**src/rtl/cpu54_pkg.sv**
```systemverilog
// Shared definitions for the 54-instruction MIPS core: reset PC, instruction
// field codes, decoded_instr bit positions and the fetch FSM state encoding.
package cpu54_pkg;

  localparam logic [31:0] RESET_PC_DEFAULT = 32'h0040_0000;
  localparam int          N_INSTR          = 54;

  // Primary opcodes, ir[31:26]
  localparam logic [5:0] OP_SPECIAL  = 6'h00, OP_REGIMM = 6'h01, OP_J     = 6'h02;
  localparam logic [5:0] OP_JAL      = 6'h03, OP_BEQ    = 6'h04, OP_BNE   = 6'h05;
  localparam logic [5:0] OP_ADDI     = 6'h08, OP_ADDIU  = 6'h09, OP_SLTI  = 6'h0A;
  localparam logic [5:0] OP_SLTIU    = 6'h0B, OP_ANDI   = 6'h0C, OP_ORI   = 6'h0D;
  localparam logic [5:0] OP_XORI     = 6'h0E, OP_LUI    = 6'h0F, OP_COP0  = 6'h10;
  localparam logic [5:0] OP_SPECIAL2 = 6'h1C, OP_LB     = 6'h20, OP_LH    = 6'h21;
  localparam logic [5:0] OP_LW       = 6'h23, OP_LBU    = 6'h24, OP_LHU   = 6'h25;
  localparam logic [5:0] OP_SB       = 6'h28, OP_SH     = 6'h29, OP_SW    = 6'h2B;

  // SPECIAL funct codes, ir[5:0]
  localparam logic [5:0] FN_SLL  = 6'h00, FN_SRL   = 6'h02, FN_SRA     = 6'h03;
  localparam logic [5:0] FN_SLLV = 6'h04, FN_SRLV  = 6'h06, FN_SRAV    = 6'h07;
  localparam logic [5:0] FN_JR   = 6'h08, FN_JALR  = 6'h09, FN_SYSCALL = 6'h0C;
  localparam logic [5:0] FN_BRK  = 6'h0D, FN_MFHI  = 6'h10, FN_MTHI    = 6'h11;
  localparam logic [5:0] FN_MFLO = 6'h12, FN_MTLO  = 6'h13, FN_MULT    = 6'h18;
  localparam logic [5:0] FN_MULTU = 6'h19, FN_DIV  = 6'h1A, FN_DIVU    = 6'h1B;
  localparam logic [5:0] FN_ADD  = 6'h20, FN_ADDU  = 6'h21, FN_SUB     = 6'h22;
  localparam logic [5:0] FN_SUBU = 6'h23, FN_AND   = 6'h24, FN_OR      = 6'h25;
  localparam logic [5:0] FN_XOR  = 6'h26, FN_NOR   = 6'h27, FN_SLT     = 6'h2A;
  localparam logic [5:0] FN_SLTU = 6'h2B, FN_TEQ   = 6'h34;

  // REGIMM rt, COP0 rs/funct and SPECIAL2 funct codes
  localparam logic [4:0] RT_BGEZ  = 5'h01;
  localparam logic [4:0] RS_MFC0  = 5'h00, RS_MTC0 = 5'h04, RS_CO = 5'h10;
  localparam logic [5:0] FN_ERET  = 6'h18;
  localparam logic [5:0] FN2_CLZ  = 6'h20;

  // Bit positions inside decoded_instr
  localparam int I_ADD  = 0,  I_ADDU  = 1,  I_SUB   = 2,  I_SUBU   = 3,  I_AND   = 4;
  localparam int I_OR   = 5,  I_XOR   = 6,  I_NOR   = 7,  I_SLT    = 8,  I_SLTU  = 9;
  localparam int I_SLL  = 10, I_SRL   = 11, I_SRA   = 12, I_SLLV   = 13, I_SRLV  = 14;
  localparam int I_SRAV = 15, I_JR    = 16, I_ADDI  = 17, I_ADDIU  = 18, I_ANDI  = 19;
  localparam int I_ORI  = 20, I_XORI  = 21, I_LUI   = 22, I_LW     = 23, I_SW    = 24;
  localparam int I_BEQ  = 25, I_BNE   = 26, I_SLTI  = 27, I_SLTIU  = 28, I_J     = 29;
  localparam int I_JAL  = 30, I_DIV   = 31, I_DIVU  = 32, I_MULT   = 33, I_MULTU = 34;
  localparam int I_BGEZ = 35, I_JALR  = 36, I_LBU   = 37, I_LHU    = 38, I_LB    = 39;
  localparam int I_LH   = 40, I_SB    = 41, I_SH    = 42, I_BREAK  = 43, I_SYSCALL = 44;
  localparam int I_ERET = 45, I_MFHI  = 46, I_MFLO  = 47, I_MTHI   = 48, I_MTLO  = 49;
  localparam int I_MFC0 = 50, I_MTC0  = 51, I_CLZ   = 52, I_TEQ    = 53;

  typedef enum logic [1:0] {
    S_IDLE  = 2'd0,
    S_REQ   = 2'd1,
    S_DEC   = 2'd2,
    S_VALID = 2'd3
  } fd_state_t;

endpackage

```
**src/rtl/instr_decoder.sv**
```systemverilog
// Combinational one-hot decode of an instruction word; illegal flags a word
// that matches none of the 54 supported instructions.
module instr_decoder
  import cpu54_pkg::*;
(
  input  logic [31:0]        ir,
  output logic [N_INSTR-1:0] onehot,
  output logic               illegal
);

  logic [5:0] op;
  logic [5:0] funct;
  logic [4:0] rs;
  logic [4:0] rt;
  logic       unused_bits;

  assign op          = ir[31:26];
  assign rs          = ir[25:21];
  assign rt          = ir[20:16];
  assign funct       = ir[5:0];
  assign unused_bits = ^ir[15:6];

  always_comb begin
    onehot = '0;
    case (op)
      OP_SPECIAL: begin
        case (funct)
          FN_ADD:     onehot[I_ADD]     = 1'b1;
          FN_ADDU:    onehot[I_ADDU]    = 1'b1;
          FN_SUB:     onehot[I_SUB]     = 1'b1;
          FN_SUBU:    onehot[I_SUBU]    = 1'b1;
          FN_AND:     onehot[I_AND]     = 1'b1;
          FN_OR:      onehot[I_OR]      = 1'b1;
          FN_XOR:     onehot[I_XOR]     = 1'b1;
          FN_NOR:     onehot[I_NOR]     = 1'b1;
          FN_SLT:     onehot[I_SLT]     = 1'b1;
          FN_SLTU:    onehot[I_SLTU]    = 1'b1;
          FN_SLL:     onehot[I_SLL]     = 1'b1;
          FN_SRL:     onehot[I_SRL]     = 1'b1;
          FN_SRA:     onehot[I_SRA]     = 1'b1;
          FN_SLLV:    onehot[I_SLLV]    = 1'b1;
          FN_SRLV:    onehot[I_SRLV]    = 1'b1;
          FN_SRAV:    onehot[I_SRAV]    = 1'b1;
          FN_JR:      onehot[I_JR]      = 1'b1;
          FN_JALR:    onehot[I_JALR]    = 1'b1;
          FN_DIV:     onehot[I_DIV]     = 1'b1;
          FN_DIVU:    onehot[I_DIVU]    = 1'b1;
          FN_MULT:    onehot[I_MULT]    = 1'b1;
          FN_MULTU:   onehot[I_MULTU]   = 1'b1;
          FN_BRK:     onehot[I_BREAK]   = 1'b1;
          FN_SYSCALL: onehot[I_SYSCALL] = 1'b1;
          FN_MFHI:    onehot[I_MFHI]    = 1'b1;
          FN_MFLO:    onehot[I_MFLO]    = 1'b1;
          FN_MTHI:    onehot[I_MTHI]    = 1'b1;
          FN_MTLO:    onehot[I_MTLO]    = 1'b1;
          FN_TEQ:     onehot[I_TEQ]     = 1'b1;
          default: ;
        endcase
      end
      OP_REGIMM:   if (rt == RT_BGEZ) onehot[I_BGEZ] = 1'b1;
      OP_SPECIAL2: if (funct == FN2_CLZ) onehot[I_CLZ] = 1'b1;
      OP_COP0: begin
        // eret lives in the CO space (rs=0x10) and is told apart by funct
        if (rs == RS_MFC0)                         onehot[I_MFC0] = 1'b1;
        else if (rs == RS_MTC0)                    onehot[I_MTC0] = 1'b1;
        else if (rs == RS_CO && funct == FN_ERET)  onehot[I_ERET] = 1'b1;
      end
      OP_ADDI:  onehot[I_ADDI]  = 1'b1;
      OP_ADDIU: onehot[I_ADDIU] = 1'b1;
      OP_ANDI:  onehot[I_ANDI]  = 1'b1;
      OP_ORI:   onehot[I_ORI]   = 1'b1;
      OP_XORI:  onehot[I_XORI]  = 1'b1;
      OP_LUI:   onehot[I_LUI]   = 1'b1;
      OP_LW:    onehot[I_LW]    = 1'b1;
      OP_SW:    onehot[I_SW]    = 1'b1;
      OP_BEQ:   onehot[I_BEQ]   = 1'b1;
      OP_BNE:   onehot[I_BNE]   = 1'b1;
      OP_SLTI:  onehot[I_SLTI]  = 1'b1;
      OP_SLTIU: onehot[I_SLTIU] = 1'b1;
      OP_J:     onehot[I_J]     = 1'b1;
      OP_JAL:   onehot[I_JAL]   = 1'b1;
      OP_LBU:   onehot[I_LBU]   = 1'b1;
      OP_LHU:   onehot[I_LHU]   = 1'b1;
      OP_LB:    onehot[I_LB]    = 1'b1;
      OP_LH:    onehot[I_LH]    = 1'b1;
      OP_SB:    onehot[I_SB]    = 1'b1;
      OP_SH:    onehot[I_SH]    = 1'b1;
      default: ;
    endcase
  end

  assign illegal = ~|onehot;

endmodule

```
**src/rtl/fetch_decode_unit.sv**
```systemverilog
// Front end of the multi-cycle core: PC register, single-word instruction
// fetch into the IR, and a registered one-hot decode for the controller.
module fetch_decode_unit
  import cpu54_pkg::*;
#(
  parameter logic [31:0] RESET_PC = RESET_PC_DEFAULT,
  parameter int          TIMEOUT  = 16
) (
  input  logic               clk,
  input  logic               rst,
  input  logic               fetch_req,
  input  logic               pc_ena,
  input  logic [31:0]        pc_next,
  output logic               imem_req,
  output logic [31:0]        imem_addr,
  input  logic               imem_ready,
  input  logic [31:0]        imem_rdata,
  output logic [31:0]        pc,
  output logic [31:0]        npc,
  output logic [31:0]        ir,
  output logic [N_INSTR-1:0] decoded_instr,
  output logic               instr_valid,
  output logic               illegal,
  output logic               fetch_fault,
  output logic               busy,
  output fd_state_t          state_dbg
);

  localparam int CW = (TIMEOUT > 1) ? $clog2(TIMEOUT) : 1;

  fd_state_t            state;
  logic [CW-1:0]        wait_cnt;
  logic [N_INSTR-1:0]   dec_onehot;
  logic                 dec_illegal;
  logic                 unused_bits;

  assign unused_bits = ^pc_next[1:0];

  instr_decoder u_decoder (
    .ir      (ir),
    .onehot  (dec_onehot),
    .illegal (dec_illegal)
  );

  // The PC is owned by the controller; this block never advances it itself.
  always_ff @(posedge clk) begin
    if (rst)         pc <= RESET_PC;
    else if (pc_ena) pc <= {pc_next[31:2], 2'b00};
  end

  assign npc       = pc + 32'd4;
  assign busy      = (state == S_REQ) || (state == S_DEC);
  assign state_dbg = state;

  // Memory handshake: imem_req stays high with imem_addr frozen until a cycle
  // with imem_ready=1 transfers imem_rdata; ready seen while req is low is ignored.
  always_ff @(posedge clk) begin
    if (rst) begin
      state         <= S_IDLE;
      wait_cnt      <= '0;
      imem_req      <= 1'b0;
      imem_addr     <= RESET_PC;
      ir            <= '0;
      decoded_instr <= '0;
      instr_valid   <= 1'b0;
      illegal       <= 1'b0;
      fetch_fault   <= 1'b0;
    end else begin
      fetch_fault <= 1'b0;
      case (state)
        S_IDLE, S_VALID: begin
          if (fetch_req) begin
            imem_addr   <= pc;
            imem_req    <= 1'b1;
            instr_valid <= 1'b0;
            wait_cnt    <= '0;
            state       <= S_REQ;
          end
        end
        S_REQ: begin
          if (imem_ready) begin
            ir       <= imem_rdata;
            imem_req <= 1'b0;
            state    <= S_DEC;
          end else if (wait_cnt == CW'(TIMEOUT - 1)) begin
            fetch_fault <= 1'b1;
            imem_req    <= 1'b0;
            state       <= S_IDLE;
          end else begin
            wait_cnt <= wait_cnt + CW'(1);
          end
        end
        S_DEC: begin
          decoded_instr <= dec_onehot;
          illegal       <= dec_illegal;
          instr_valid   <= 1'b1;
          state         <= S_VALID;
        end
        default: state <= S_IDLE;
      endcase
    end
  end

endmodule

```
**config.mk**
```make
export PLATFORM = sky130hd
export DESIGN_NAME = fetch_decode_unit
export DESIGN_NICKNAME = d
export VERILOG_FILES = /design/src/rtl/cpu54_pkg.sv /design/src/rtl/instr_decoder.sv /design/src/rtl/fetch_decode_unit.sv
export SDC_FILE = /design/constraint.sdc
export NUM_CORES = 1
export LEC_CHECK = 0
export ABC_CLOCK_PERIOD_IN_PS = 3450
export CORE_MARGIN = 10
export CORE_UTILIZATION = 25
export CTS_CLUSTER_DIAMETER = 150
export DETAILED_ROUTE_END_ITERATION = 6
export SETUP_SLACK_MARGIN = 0.5
export SYNTH_ARGS = -nofsm -noshare
export SYNTH_HDL_FRONTEND = slang
export SYNTH_SLANG_ARGS = --single-unit
```
**constraint.sdc**
```tcl
create_clock -name clk -period 3.45 [get_ports clk]
set_clock_uncertainty 0.2 [all_clocks]
set_input_delay 0.69 -clock clk [delete_from_list [all_inputs] [get_ports clk]]
set_output_delay 0.69 -clock clk [all_outputs]
set_load 0.02 [all_outputs]
```
==> metrics <==
PortBufs=249; Clock transition at path regs=roughly 60 ps; per-cell routed wire length=between 15 and 20 microns; commonest non-fill, non-tap cells in the layout=221 x clkdlybuf4s50_1, 155 x nand2_1, 139 x dfxtp_1; WL final=about 26 mm; hold-critical path depth=2; global route hottest layer=met2; DPL Wire Length=18.8 mm; worst slew pin tran=~800 ps; Worst Setup End Kind=output pin; Max Clk Rate=between 0.3 and 0.4 GHz; Synth Register Bits=approximately 160; P_int=between 3 and 4 mW; die footprint=roughly 33000 sq um; leak pwr=around 3.8 nW; io pins=about 260; DRC errors left=0; Synth area leaders=dfxtp_1 47%, nand2_1 8.8%, a21oi_1 6.2%; crit path cell chain=and3_4 > and3_4 > nand4_1 > buf_6 > nor2_4 > xor2_1 > buf_4; GRT overflow=0; Critical Path Max Stage Delay=380 ps; CP dominant cell by count=and3_4; Sink Count=156; number of flops mapped to enable cells by yosys=0; Worst Reg-to-Reg Cells=5; Pwr Density=470 nW/um^2; total track usage=around 15%; Worst Setup Slack, final=505 ps; Setup Viol. Count Final=0; hold_buf cts=0; Routed Antenna Nets=0; critical path type=flop to output pin; WP buf/inv=2; first drt pass iteration count=4; GR Layer Usage met2=a little under a quarter; gpl congestion=about 0.83; Yosys top cell by area=dfxtp_1; Tmin final=~2900 ps; Initial Utilization=around a quarter; HP Class=flop to flop; H-tree depth=4; dpl ws=around 290 ps; Critical Path RT=about 2600 ps; placed insts=about 1300; initial drt markers=between 300 and 400; status=finished, final reports clean; maximum vdd drop=around 260 uV; clk root buf=clkbuf_16; Mean Syn Cell Area=about 8.3 sq um; unrepaired setup endpoints after global routing=yes; area grow syn2layout=54.0%; register area share after synthesis=around 47%; Syn Std Cell Area=6640 sq um; switching share of power=between 20 and 30%; Worst Setup Start Kind=flop; slowest CP cell=dfxtp_4; number of global-route vias before repair=between 6000 and 7000; Synth top area share=a little under half; Post-Layout Cell Count=approximately 1400; Rows=between 50 and 60; Seq pwr share=between 40% and 50%; Clock power frac=a little over two fifths; CTS tree=built; max-slew violations=0; PnR Total Power=around 4.8 mW; WP data arrival=slightly above 2000 ps; Post-Syn Instances=~800; Worst path depth=7; met3 GRT Util=between 8 and 9%; commonest non-fill, non-tap cell in the layout=clkdlybuf4s50_1; distinct cell type count after synthesis=between 50 and 60; met1 Use GR=between 15 and 20%; CP top delay family=simple AND/OR/NAND/NOR gates; layout cell share with drive strength beyond 1=12.3%; Hold WS=between 200 and 300 ps; Chip Height=about 180 microns; first-pass GRT wire length=39.4 mm; fin nets=between 1000 and 1500; Fin Setup TNS=0 ps; Slew headroom=between 40% and 50%; Synth Warn #=0; Combinational Power Share=between 15 and 20%; P_sw=1.40 mW; initial antenna violation count=5; core footprint=between 20000 and 30000 sq um; final count of hold timing violations=0; CP Max Fanout=6; routed via count=roughly 6500; fill count=around 2700; Post-synth top flop=dfxtp_1; Skew-Pair Late Insertion Delay=about 430 ps; ys async rst share=0%; fin area=10200 sq um; Die Wd=~180 microns; Core Util, Final=39.2%; final period utilization=85.4%; Cell Area, Placed=between 9000 and 10000 sq um; Max-cap violations=0; TritonCTS buffer count=17; drt via density=4.71; clock buffer depth=2; largest net degree at the start of global routing=77
area by class of cell:
class / instances / area, sq um / share of cell area (%)
diodes: 2 / 5.00 / 0.0490
flip-flops and latches: 156 / 3170 / 31.0
inverters: 9 / 33.8 / 0.331
well taps: 335 / 419 / 4.10
repair buffers: 279 / 2660 / 26.0
multi-input cells: 576 / 3310 / 32.4
clock inverters: 14 / 183 / 1.79
clock buffers: 18 / 439 / 4.30
cell usage after synthesis, types with 2 or more instances:
master,n
inv_1,8
nor4_1,8
buf_2,4
dfxtp_1,156
buf_1,7
nand4b_1,3
mux2i_1,31
a211o_1,2
clkbuf_1,45
a21oi_1,82
a32oi_1,9
and4_1,3
a211oi_1,3
nor3b_1,3
nor2_1,94
nand3_1,18
or2_2,3
o31a_1,2
nand4_1,10
nand2_1,155
ha_1,5
xor2_1,14
and2_1,5
a22oi_1,28
o21ai_0,2
nor2b_1,8
nor4b_1,2
nand3b_1,4
nand2b_1,10
nor4_2,2
buf_4,7
nor3_1,11
and3_1,17
and4b_1,2
or3_4,2
xnor2_1,18
final timing paths:
kind	startpoint	endpoint	slack, ps
setup reg to reg	ir[29]	illegal	1120
hold reg to reg	ir[13]	ir[13]	250
setup / recovery	pc[5]	npc[29]	510
hold / removal	ir[13]	ir[13]	250
kinds of logic (layout without fill, tap and decap cells):
group	after synthesis	in the layout	synth area share (%)
other	1	8	0.0565
buffers and inverters	72	320	4.54
DFF	156	156	47.1
and+or+nand+nor	366	366	25.8
muxes	31	31	4.67
xor gates and xnor gates	32	32	4.22
adders and majority gates	5	5	0.943
AOI/OAI and AO/OA	136	136	12.7
worst reg2reg max path: stages (launching register included):
cell and delay, ps:
dfxtp_1 490, or3_4 510, nor4_2 580, a211o_1 180
nor4_1 50, a32o_1 220
layer usage:
metal,vias to the layer above,share of wire [%]
met1,3059,41
li1,3203,-
met5,-,0.16
met3,19,12
met4,6,0.99
met2,252,46
state kept, by name (all words and copies together) (netlist names):
register       count
wait_cnt           4
instr_valid        1
imem_addr         30
ir                32
fetch_fault        1
pc                30
decoded_instr     54
imem_req           1
illegal            1
state_dbg          2
power groups by stage:
stage	logic [mW]	registers, mW	clock network [mW]
after floorplan	0.373	2.05	0
after global placement	0.821	2.00	0
after detailed placement	0.823	2.01	0
after CTS	0.818	1.96	2.09
after global routing	0.885	1.97	2.15
final	0.815	1.96	2.03
timing repair:
action                                 CTS  global route
endpoints found under the hold margin    0             0
resized for setup                       99            34
setup endpoints to repair               26            20
buffers inserted                         3             5
pin swaps                                4             7
No activity file was read; power rests on OpenSTA's default activity.
